**src/rtl/mux_sel_sched.sv**
```systemverilog
// Round-robin scheduler for a downstream 4:1 mux. A granted channel keeps the
// select for DWELL cycles. The grant ends early if the channel's request drops.
module mux_sel_sched #(
  parameter int DWELL = 4
) (
  input  logic       clk,
  input  logic       rst,
  input  logic       en,
  input  logic [3:0] req,
  output logic [1:0] sel,
  output logic       sel_valid,
  output logic [3:0] grant,
  output logic [7:0] rot_cnt
);

  typedef enum logic {IDLE, GRANT} state_t;

  localparam logic [3:0] DWELL_LAST = 4'(DWELL - 1);

  state_t     state;
  logic [3:0] dwell_cnt;
  logic [1:0] last;
  logic [1:0] next_ch;
  logic       expire;

  // The first requester in the order last+1, last+2, last+3, last wins.
  // The loop runs from the far end, so the nearest hit overwrites the result last.
  function automatic logic [1:0] rr_pick(input logic [1:0] base, input logic [3:0] r);
    logic [1:0] idx;
    rr_pick = base;
    for (int k = 4; k >= 1; k--) begin
      idx = base + 2'(k);
      if (r[idx]) rr_pick = idx;
    end
  endfunction

  // In GRANT, last always equals sel, so one search base serves both states.
  always_comb begin
    next_ch = rr_pick(last, req);
    expire  = (dwell_cnt == DWELL_LAST) || !req[sel];
  end

  // NOTE: every register here, including the arbitration pointer, needs an async
  // reset. Sequential state uses non-blocking assignments only, so all registers
  // update from the same pre-edge values.
  always_ff @(posedge clk or posedge rst) begin
    if (rst) begin
      state     <= IDLE;
      sel       <= 2'b00;
      sel_valid <= 1'b0;
      grant     <= 4'b0000;
      rot_cnt   <= 8'd0;
      dwell_cnt <= 4'd0;
      last      <= 2'b11;
    end else begin
      case (state)
        IDLE: begin
          if (en && req != 4'b0000) begin
            state     <= GRANT;
            sel       <= next_ch;
            last      <= next_ch;
            sel_valid <= 1'b1;
            grant     <= 4'b0001 << next_ch;
            dwell_cnt <= 4'd0;
            rot_cnt   <= rot_cnt + 8'd1;
          end
        end
        GRANT: begin
          if (!en) begin
            state     <= IDLE;
            sel_valid <= 1'b0;
            grant     <= 4'b0000;
          end else if (expire) begin
            // Dwell expiry and a dropped request count as one expiry event.
            if (req != 4'b0000) begin
              sel       <= next_ch;
              last      <= next_ch;
              grant     <= 4'b0001 << next_ch;
              dwell_cnt <= 4'd0;
              rot_cnt   <= rot_cnt + 8'd1;
            end else begin
              state     <= IDLE;
              sel_valid <= 1'b0;
              grant     <= 4'b0000;
            end
          end else begin
            dwell_cnt <= dwell_cnt + 4'd1;
          end
        end
        default: state <= IDLE;
      endcase
    end
  end

endmodule

```
**config.mk**
```make
export PLATFORM = sky130hd
export DESIGN_NAME = mux_sel_sched
export DESIGN_NICKNAME = d
export VERILOG_FILES = /design/src/rtl/mux_sel_sched.sv
export SDC_FILE = /design/constraint.sdc
export NUM_CORES = 1
export LEC_CHECK = 0
export CAP_MARGIN = 5
export CORE_AREA = 3 3 51 53
export DETAILED_ROUTE_END_ITERATION = 8
export DIE_AREA = 0 0 54 56
export PLACE_DENSITY = 0.78
export SLEW_MARGIN = 25
export SYNTH_ARGS = -nofsm -noshare
export SYNTH_HDL_FRONTEND = slang
export SYNTH_SLANG_ARGS = --single-unit
```
**constraint.sdc**
```tcl
create_clock -name clk -period 1.6 [get_ports clk]
set_input_delay 0.48 -clock clk [delete_from_list [all_inputs] [get_ports clk]]
set_output_delay 0.48 -clock clk [all_outputs]
set_load 0.01 [all_outputs]
```
==> impl_metrics.tcl <==
set metrics [dict create \
    coreArea_um2 2191 \
    top_layer "met4" \
    dp_cells 166 \
    cts_buffer_depth 2 \
    critPathMaxFanout 8 \
    irDropWorstVdd_uv 1399 \
    portBuffers 21 \
    clock_latency_ns 0.32 \
    grt_pass1_wl_um 4464 \
    layout.cells.non_filler 178 \
    dpl.hpwl_um 1683 \
    fin_crit_ns 1.591 \
    rsz0062_at_grt "yes" \
    via_per_inst 5.309 \
    post-route-period-util_pct 99.42 \
    hold_viol 0 \
    cts_buffers 3 \
    clk_transition_reported_paths_ns 0.13 \
    sequentialPowerShare_pct 35.7 \
    layout_common_cells "20 x dfrtp_1, 20 x buf_4, 19 x dlygate4sd2_1" \
    hold_slack_ns 0.4790 \
    setup_viol 0 \
    drt-initial-drc-count 10 \
    syn_inst 103 \
    grt_pass1_vias 1009 \
    synth_ff_type "dfrtp_1" \
    root_buffer "clkbuf_4" \
    wirelength_um 2581 \
    critPathArrivalTime_ns 1.81 \
    multi_input_area_um2 555.5 \
    regArea_um2 553.0 \
    worstSetupStartpointType "register" \
    net-switching-power_uw 875.1 \
    yosysUniqueCellTypes 34 \
    start_util_pct 49.91 \
    finalClockSkew_ns 0.01186 \
    ctsHtreeMaxLevel 1 \
    final_nets 160 \
    area_growth_pct 46.34 \
    worstSetupPathType "reg2reg" \
    finalSetupTns_ns 0 \
    p_int_uw 1653 \
    max_stage_delay_ns 0.40 \
    io_pins 22 \
    ant_nets 0 \
    ctsHoldBuffers 0 \
    path_cells "buf_6, mux2i_1, o22a_2, o21a_4, mux2_4" \
    die_h_um 56 \
    netlist_area_um2 1094 \
    ys_seq_area_share_pct 50.57 \
    route.met2.wl_um 1305 \
    critPathRequiredTime_ns 1.82 \
    clock_sinks 22 \
    syn-num-nets 112 \
    powerDensity_nw_per_um2 1580 \
    drv_cap 0 \
    die_area_um2 3024 \
    met1_length_um 1102 \
    finalWeightedCongestion 0.7373 \
    min_path_type "reg2reg" \
    postSynthAreaPerCell_um2 10.62 \
    yosys_warnings 0 \
    status "completed" \
    async_flop_share_pct 100.0 \
    vias 945 \
    max_slew_margin_pct 77.32 \
    antennaDiodeCount 0 \
    synth_edf_count 0 \
    netSwitchingFraction_pct 34.61 \
    grt_remaining_overflow 0 \
    num-fill-cells 167 \
    wl_per_cell_um 14.50 \
    worst_slew_pin_slew_ns 0.3365 \
    drc_errors 0 \
    antenna_found_initial 0 \
    clkPwrFrac_pct 16.8 \
    grt_max_degree 23 \
    p_leak_uw 0.0007869 \
    cp-end-kind "register" \
    dr_wl_met3_um 91 \
    drive_above_1_share_pct 30.00 \
    drtPass1Iterations 4 \
    cp_slowest_cell "dfrtp_1" \
    power.total_uw 2528 \
    die_x_um 54 \
    max_freq_ghz 0.6287 \
    num_rows 17 \
    power_frac_comb_pct 47.5 \
    grt.total_usage_pct 19.98 \
    ys_ff_latch 22 \
    drv_slew 0 \
    cts_tree "done" \
]
synthesized netlist by cell type (2+ instances only):
| cell | n | area (µm²) |
|---|---|---|
| nor2_1 | 5 | 18.77 |
| o21ai_0 | 10 | 50.05 |
| nand2_4 | 2 | 22.52 |
| inv_1 | 9 | 33.78 |
| ha_1 | 2 | 25.02 |
| dfrtp_1 | 20 | 500.5 |
| nand3_1 | 4 | 20.02 |
| xnor2_1 | 6 | 52.55 |
| o2bb2ai_1 | 2 | 17.52 |
| nand2_1 | 8 | 30.03 |
| nand2b_1 | 4 | 25.02 |
| and3_1 | 3 | 18.77 |
| o22ai_1 | 2 | 12.51 |
| mux2i_1 | 2 | 20.02 |
| nand4_1 | 3 | 18.77 |
| dfstp_2 | 2 | 52.55 |
| o21a_1 | 2 | 15.01 |
cell families (layout without fill, tap and decap cells):
group           after synthesis  after routing  share of synthesized area, %
simple gates                 34             34                         17.74
fa+ha+maj                     2              2                         2.288
xor+xnor                      7              7                         5.607
buf+inv                      11             57                         4.805
compound gates               24             25                         16.13
mux                           3              3                         2.860
flops                        22             22                         50.57
state kept, by name (all words and copies together) (netlist names):
signal / flops
state: 1
sel_valid: 1
last: 2
rot_cnt: 8
sel: 2
dwell_cnt: 4
grant: 4
layer usage:
layer / GRT usage, % / up-vias
li1: - / 453
met1: 25.43 / 458
met2: 31.31 / 25
met3: 3.217 / 9
met4: 11.03 / 0
met5: 0 / -
area by class of cell:
type | count | area share (%)
inverters | 9 | 2.111
flip-flops and latches | 22 | 34.56
clock buffers | 3 | 1.407
multi-input cells | 71 | 34.71
repair buffers | 44 | 23.14
clock inverters | 1 | 1.876
well taps | 28 | 2.189
power by group through the flow:
| stage | sequential (µW) | combinational, µW | clock [µW] |
|---|---|---|---|
| 2_1_floorplan | 1000 | 447 | 0 |
| 3_3_place_gp | 944 | 1010 | 0 |
| 3_5_place_dp | 957 | 1030 | 0 |
| 4_1_cts | 898 | 1130 | 431 |
| 5_1_grt | 931 | 1320 | 468 |
| 6_report | 902 | 1200 | 425 |
what timing repair did:
action                     4_1_cts  5_1_grt
buffers inserted                 7        0
pin swaps                        2        3
gates resized for setup         28        7
setup endpoints to repair       36        9
gates cloned                     1        0
stage by stage:
| stage | worst slack [ns] | area, µm² | util (%) |
|---|---|---|---|
| CTS | 0.03040 | 1568 | 71.56 |
| global route | -0.03619 | 1600 | 73.04 |
| finish | 0.009312 | 1600 | 73.04 |
| detailed placement | -0.4943 | 1440 | 65.73 |
| floorplan | 0.05517 | 1094 | - |
| global placement | -0.4532 | 1440 | 65.73 |
worst max-delay path: cells and delay by family (launching register included):
family                 cells  cell delay [ns]
AO/OA/AOI/OAI              2             0.56
multiplexers               2             0.41
flip-flops                 1             0.40
buffers and inverters      1             0.13
final timing paths:
path                                        start                      to  slack (ns)  depth (start not counted)
setup / recovery               sel[1]$_DFFE_PP0P_  rot_cnt[1]$_DFFE_PP0P_       0.009                          5
hold / removal             rot_cnt[7]$_DFFE_PP0P_  rot_cnt[7]$_DFFE_PP0P_        0.48                          1
setup reg to reg               sel[1]$_DFFE_PP0P_  rot_cnt[1]$_DFFE_PP0P_       0.009                          5
hold reg to reg            rot_cnt[7]$_DFFE_PP0P_  rot_cnt[7]$_DFFE_PP0P_        0.48                          1
max in group asynchronous                     rst     last[1]$_DFFE_PP1P_        0.82                          3
min in group asynchronous                     rst  rot_cnt[1]$_DFFE_PP0P_        0.49                          3
Note: power is estimated with default switching activity, not from simulation.
